File: src/rtl/citadel_sequence_lock.sv
// citadel_sequence_lock: sequence-entry lock with constant-time key compare,
// failure counting, timed lockout and an inactivity timeout during entry.
//
// Ports:
//   clk, rst          - clock, synchronous active-high reset
//   ena               - power-state enable, gates seg_out/status_out only
//   key_in, key_valid - key symbol and its strobe
//   relock            - re-arm request (honoured only while unlocked)
//   in_ready          - symbols are accepted this cycle
//   unlocked, lockout - authorised / lockout active
//   attempts_left     - remaining tries before lockout
//   seg_out           - active-low 7-segment {dp,g,f,e,d,c,b,a}
//   status_out        - status byte
// All outputs are registered from the next-state values, so they track the
// state register cycle for cycle.
module citadel_sequence_lock #(
    parameter int                            DATA_W         = 8,
    parameter int                            KEY_BYTES      = 4,
    parameter logic [DATA_W*KEY_BYTES-1:0]   KEY            = 32'hB65AC30F,
    parameter int                            MAX_ATTEMPTS   = 3,
    parameter int                            LOCKOUT_CYCLES = 1024,
    parameter int                            ENTRY_TIMEOUT  = 256
) (
    input  logic                              clk,
    input  logic                              rst,
    input  logic                              ena,
    input  logic [DATA_W-1:0]                 key_in,
    input  logic                              key_valid,
    input  logic                              relock,
    output logic                              in_ready,
    output logic                              unlocked,
    output logic                              lockout,
    output logic [$clog2(MAX_ATTEMPTS+1)-1:0] attempts_left,
    output logic [7:0]                        seg_out,
    output logic [7:0]                        status_out
);
    localparam int AW = $clog2(MAX_ATTEMPTS+1);
    localparam int IW = $clog2(KEY_BYTES);
    localparam int LW = $clog2(LOCKOUT_CYCLES+1);
    localparam int TW = $clog2(ENTRY_TIMEOUT+1);

    localparam logic [IW-1:0] LAST_IDX  = IW'(KEY_BYTES-1);
    localparam logic [LW-1:0] LOCK_LOAD = LW'(LOCKOUT_CYCLES-1);
    localparam logic [TW-1:0] TMO_LAST  = TW'(ENTRY_TIMEOUT-1);
    localparam logic [AW-1:0] MAX_FAIL  = AW'(MAX_ATTEMPTS);

    typedef enum logic [1:0] {S_LOCKED, S_ENTRY, S_VERIFIED, S_LOCKOUT} state_t;

    state_t            state, state_n;
    logic [IW-1:0]     idx, idx_n;
    logic              mism, mism_n;
    logic [AW-1:0]     fail_cnt, fail_n, fail_inc;
    logic [TW-1:0]     tmo_cnt, tmo_n;
    logic [LW-1:0]     lock_cnt, lock_n;
    logic              accept, sym_bad, verdict, attempt_bad;
    logic              in_ready_n, unlocked_n, lockout_n;
    logic [AW-1:0]     attempts_n;
    logic [7:0]        seg_n, status_n;

    // Key symbols re-ordered so that entry index i selects symbol i (MSB first).
    logic [KEY_BYTES-1:0][DATA_W-1:0] key_syms;
    for (genvar g = 0; g < KEY_BYTES; g++) begin : g_key
        assign key_syms[g] = KEY[DATA_W*(KEY_BYTES-1-g) +: DATA_W];
    end

    // Mismatch is always evaluated and accumulated; no early exit, so every
    // attempt takes the same number of symbols regardless of where it differs.
    assign sym_bad = |(key_in ^ key_syms[idx]);

    always_comb begin
        state_n     = state;
        idx_n       = idx;
        mism_n      = mism;
        fail_n      = fail_cnt;
        fail_inc    = fail_cnt + 1'b1;
        tmo_n       = tmo_cnt;
        lock_n      = lock_cnt;
        verdict     = 1'b0;
        attempt_bad = 1'b0;
        accept      = key_valid && (state == S_LOCKED || state == S_ENTRY);

        case (state)
            S_LOCKED: begin
                if (accept) begin
                    state_n = S_ENTRY;
                    idx_n   = IW'(1);
                    mism_n  = sym_bad;
                    tmo_n   = '0;
                end
            end
            S_ENTRY: begin
                if (accept) begin
                    tmo_n = '0;
                    if (idx == LAST_IDX) begin
                        verdict     = 1'b1;
                        attempt_bad = mism | sym_bad;
                    end else begin
                        idx_n  = idx + 1'b1;
                        mism_n = mism | sym_bad;
                    end
                end else if (tmo_cnt == TMO_LAST) begin
                    // Inactivity abort counts as a failed attempt.
                    verdict     = 1'b1;
                    attempt_bad = 1'b1;
                end else begin
                    tmo_n = tmo_cnt + 1'b1;
                end
            end
            S_VERIFIED: begin
                // relock wins over key_valid; symbols are never accepted here.
                if (relock) state_n = S_LOCKED;
            end
            S_LOCKOUT: begin
                if (lock_cnt == '0) begin
                    state_n = S_LOCKED;
                    fail_n  = '0;
                end else begin
                    lock_n = lock_cnt - 1'b1;
                end
            end
            default: state_n = S_LOCKED;
        endcase

        if (verdict) begin
            idx_n  = '0;
            mism_n = 1'b0;
            tmo_n  = '0;
            if (!attempt_bad) begin
                state_n = S_VERIFIED;
                fail_n  = '0;
            end else begin
                fail_n = fail_inc;
                if (fail_inc == MAX_FAIL) begin
                    state_n = S_LOCKOUT;
                    lock_n  = LOCK_LOAD;
                end else begin
                    state_n = S_LOCKED;
                end
            end
        end

        in_ready_n = (state_n == S_LOCKED) || (state_n == S_ENTRY);
        unlocked_n = (state_n == S_VERIFIED);
        lockout_n  = (state_n == S_LOCKOUT);
        attempts_n = lockout_n ? '0 : MAX_FAIL - fail_n;

        case (state_n)
            S_VERIFIED: seg_n = 8'hC1;
            S_LOCKOUT:  seg_n = 8'hBF;
            default:    seg_n = 8'hC7;
        endcase
        if (!ena) seg_n = 8'hFF;

        if (!ena)            status_n = 8'h00;
        else if (unlocked_n) status_n = 8'hFF;
        else                 status_n = {lockout_n, state_n == S_ENTRY, 6'b0};
    end

    always_ff @(posedge clk) begin
        if (rst) begin
            state         <= S_LOCKED;
            idx           <= '0;
            mism          <= 1'b0;
            fail_cnt      <= '0;
            tmo_cnt       <= '0;
            lock_cnt      <= '0;
            in_ready      <= 1'b1;
            unlocked      <= 1'b0;
            lockout       <= 1'b0;
            attempts_left <= MAX_FAIL;
            seg_out       <= ena ? 8'hC7 : 8'hFF;
            status_out    <= 8'h00;
        end else begin
            state         <= state_n;
            idx           <= idx_n;
            mism          <= mism_n;
            fail_cnt      <= fail_n;
            tmo_cnt       <= tmo_n;
            lock_cnt      <= lock_n;
            in_ready      <= in_ready_n;
            unlocked      <= unlocked_n;
            lockout       <= lockout_n;
            attempts_left <= attempts_n;
            seg_out       <= seg_n;
            status_out    <= status_n;
        end
    end
endmodule
File: config.mk
export PLATFORM = sky130hd
export DESIGN_NAME = citadel_sequence_lock
export DESIGN_NICKNAME = d
export VERILOG_FILES = /design/src/rtl/citadel_sequence_lock.sv
export SDC_FILE = /design/constraint.sdc
export NUM_CORES = 1
export LEC_CHECK = 0
export ABC_AREA = 1
export CAP_MARGIN = 20
export CORE_MARGIN = 2
export CORE_UTILIZATION = 50
export CTS_CLUSTER_DIAMETER = 150
export DETAILED_ROUTE_END_ITERATION = 8
export GPL_ROUTABILITY_DRIVEN = 0
export PLACE_DENSITY = 0.84
export SLEW_MARGIN = 15
export SYNTH_ARGS = -nofsm -noshare
export SYNTH_HDL_FRONTEND = slang
export SYNTH_SLANG_ARGS = --single-unit
File: constraint.sdc
create_clock -name clk -period 2.8 [get_ports clk]
set_clock_uncertainty 0.15 [all_clocks]
set_input_delay 0.56 -clock clk [delete_from_list [all_inputs] [get_ports clk]]
set_output_delay 0.56 -clock clk [all_outputs]
set_load 0.01 [all_outputs]
==> flow_metrics.env, run 1 <==
export IMPL_cts_hold_buf=0
export IMPL_cts_buffers=5
export IMPL_track_usage_pct=19.6
export IMPL_insertion_delay_ns=0.29
export IMPL_synth_compound_area_share_pct=12.5
export IMPL_p_per_area_nw_per_um2=423
export IMPL_h_tree_depth=2
export IMPL_initial_utilization_pct=52.8
export IMPL_cp_arrival_ns=2.76
export IMPL_synth_cell_types=36
export IMPL_synth_top_area_share_pct=35.3
export IMPL_grt_pass1_wl_um=7710
export IMPL_wire_per_inst_um=12.0
export IMPL_die_area_um2=4860
export IMPL_synth_area_um2=2160
export IMPL_irDropWorstVdd_mv=0.330
export IMPL_fin_nets=363
export IMPL_ant_nets=0
export IMPL_dieWidth_um=69.7
export IMPL_first_iter_violations=110
export IMPL_cts_tree="done"
export IMPL_avgViaCountPerCell=5.10
export IMPL_synthArstFlopShare_pct=0
export IMPL_synth_top_family_by_area="simple AND/OR/NAND/NOR gates"
export IMPL_yosys_warnings=0
export IMPL_hold_viol=0
export IMPL_clockBufferDepth=2
export IMPL_clkSinkCount=38
export IMPL_place_ws_ns=0.0791
export IMPL_synthXorXnorAreaFrac_pct=0.812
export IMPL_layout_min_cycle_time_ns=2.69
export IMPL_die_h_um=69.7
export IMPL_synth_edf_count=0
export IMPL_ios=34
export IMPL_antenna_found_initial=0
export IMPL_design_core_area_um2=4090
export IMPL_layout_worst_path_cycle_share_pct=95.9
export IMPL_max_freq_mhz=372
export IMPL_root_buffer="clkbuf_8"
export IMPL_ys_seq_area_share_pct=35.3
export IMPL_drcViolationCount=0
export IMPL_grt_start_max_net_pins=13
export IMPL_synth_fa_ha_area_share_pct=6.38
export IMPL_muxShareOfSynthArea_pct=0
export IMPL_routed_wl_um=4660
export IMPL_rows=23
export IMPL_finalWorstSetupSlack_ns=0.114
export IMPL_ys_ff_latch=38
export IMPL_yosys_area_share_simple_pct=30.2
export IMPL_setup_viol=0
export IMPL_grt_pass1_vias=1880
export IMPL_grt_ovfl_total=0
export IMPL_syn_inst=309
export IMPL_avgSynthCellArea_um2=6.98
export IMPL_cp_max_fo=6
export IMPL_slew_viol_final=0
export IMPL_place_area_um2=2450
export IMPL_power_uw=1100
export IMPL_design_area_um2=2600
export IMPL_status="completed"
export IMPL_yosys_top_cells_area="dfxtp_1 35%, nand2_1 11%, inv_1 8.7%"
export IMPL_max_cap_viol_count=0
export IMPL_crit_path_end_kind="flip-flop"
export IMPL_post_synth_top_area_cell="dfxtp_1"
export IMPL_final_cells=388
export IMPL_diodes=0
export IMPL_hold_path_class="flip-flop to flip-flop"
export IMPL_synthFlopType="dfxtp_1"
export IMPL_via_count=1978
export IMPL_p_leak_uw=0.00121
export IMPL_placed_cells=380
export IMPL_path_class="flip-flop to flip-flop"
export IMPL_portBuffers=31
export IMPL_syn_to_final_growth_pct=20.6
export IMPL_startpoint_type="flip-flop"
export IMPL_hpwl_um=3440
export IMPL_final_layout_size_suffix_gt1_share_pct=15.4
export IMPL_drtPass1Iterations=5
export IMPL_clkTransAtPathRegs_ns=0.07
export IMPL_crit_required_ns=2.88
[stage by stage]
step,hold slack [ns],util [%],setup TNS (ns)
2_1_floorplan,0.289,-,0
3_3_place_gp,0.300,60.0,0
3_5_place_dp,0.312,60.0,0
4_1_cts,0.323,62.1,0
5_1_grt,0.362,63.7,-0.862
6_report,0.328,63.7,0
[layer usage]
layer / up-vias / GRT usage [%] / part of all wire [%]
met5: - / 0 / 0
met4: 0 / 7.91 / 2.1
met3: 13 / 6.40 / 3.6
met2: 38 / 34.4 / 55
met1: 909 / 22.0 / 40
li1: 1018 / - / -
[sequential cells by signal (all words and copies together) (netlist names)]
name	flops
idx	2
lockout	1
attempts_left	2
state	2
fail_cnt	2
seg_out	3
tmo_cnt	9
in_ready	1
status_out	3
mism	1
unlocked	1
lock_cnt	11
[where the power goes]
part	internal [µW]	total, µW	switching, µW
Clock	190	366	177
Sequential	556	567	10.7
Combinational	72.7	168	95.4
Total	818	1100	283
[Yosys cell counts (4+ instances only)]
| cell type | count |
|---|---|
| buf_4 | 11 |
| nand2_1 | 64 |
| inv_1 | 50 |
| o21ai_0 | 11 |
| dfxtp_1 | 38 |
| nor3_2 | 4 |
| a21oi_1 | 16 |
| nor3_1 | 6 |
| nand4_1 | 4 |
| nand3_1 | 20 |
| nor2_1 | 35 |
| inv_2 | 7 |
| nand2_2 | 5 |
| ha_1 | 11 |
[path summary, 6_finish.rpt]
path | to | start | slack [ns] | cells after the start
setup / recovery | status_out[6] | tmo_cnt[1] | 0.11 | 18
hold / removal | tmo_cnt[8] | tmo_cnt[8] | 0.33 | 2
setup reg to reg | status_out[6] | tmo_cnt[1] | 0.11 | 18
hold reg to reg | tmo_cnt[8] | tmo_cnt[8] | 0.33 | 2
[critical path, stage by stage, from the launching register on]
cell and delay [ns]:
dfxtp_2 0.36, ha_4 0.14, nand2_2 0.06, nor2_2 0.12, nand2_1 0.10, nor2_2 0.14
nand2_1 0.10, nor2_2 0.11, ha_2 0.17, inv_1 0.06, a21oi_2 0.16, o21ai_4 0.11
inv_2 0.09, nand2_4 0.08, o21ai_4 0.18, inv_2 0.07, ha_2 0.31, inv_1 0.03
nor2_1 0.09
[timing repair]
| action | CTS | global route |
|---|---|---|
| buffers inserted | 0 | 2 |
| resized for setup | 0 | 17 |
| setup endpoints to repair | 0 | 11 |
[area by class of cell]
class | count | area, µm²
inverter | 57 | 214
timing repair buffer | 36 | 348
fill | 343 | 1490
multi-input combinational | 201 | 1130
tap | 50 | 62.6
clock buffer | 6 | 82.6
sequential | 38 | 763
[layout by cell type, fill, tap and decap left out, types with 2 or more instances in the layout]
master and n:
a21oi_1 14, clkbuf_8 6, ha_1 8, conb_1 2
a211oi_2 3, o21ai_0 11, nand2_1 63, dfxtp_1 36
a21oi_2 3, clkdlybuf4s50_1 31, nand3_1 20, inv_1 47
nor2_2 5, nor2_1 32, nand2_2 5, nor3_2 4
dfxtp_2 2, buf_4 5, o21ai_1 2, o21ai_4 2
inv_2 10, nand4_1 4, a211oi_1 2, nor3_1 6
ha_2 2
[kinds of logic (layout without fill, tap and decap cells)]
logic type | Yosys count | count (layout)
AND/OR/NAND/NOR | 144 | 144
AO/OA/AOI/OAI | 42 | 42
other | 1 | 2
buffers and inverters | 71 | 99
flip-flops | 38 | 38
XOR/XNOR | 2 | 2
adder cells (fa/ha/maj) | 11 | 11
(Power assumes the default switching activity.)
==> inputs of run 2 (changes only) <==
--- a/config.mk
+++ b/config.mk
@@ -6,12 +6,11 @@
 export NUM_CORES = 1
 export LEC_CHECK = 0
 export ABC_AREA = 1
-export CAP_MARGIN = 20
 export CORE_MARGIN = 2
 export CORE_UTILIZATION = 50
-export CTS_CLUSTER_DIAMETER = 150
 export DETAILED_ROUTE_END_ITERATION = 8
 export GPL_ROUTABILITY_DRIVEN = 0
+export HOLD_SLACK_MARGIN = 0.05
 export PLACE_DENSITY = 0.84
 export SLEW_MARGIN = 15
 export SYNTH_ARGS = -nofsm -noshare
==> results of run 2 <==
Final layout, timing and power as in run 1 (identical DEF).
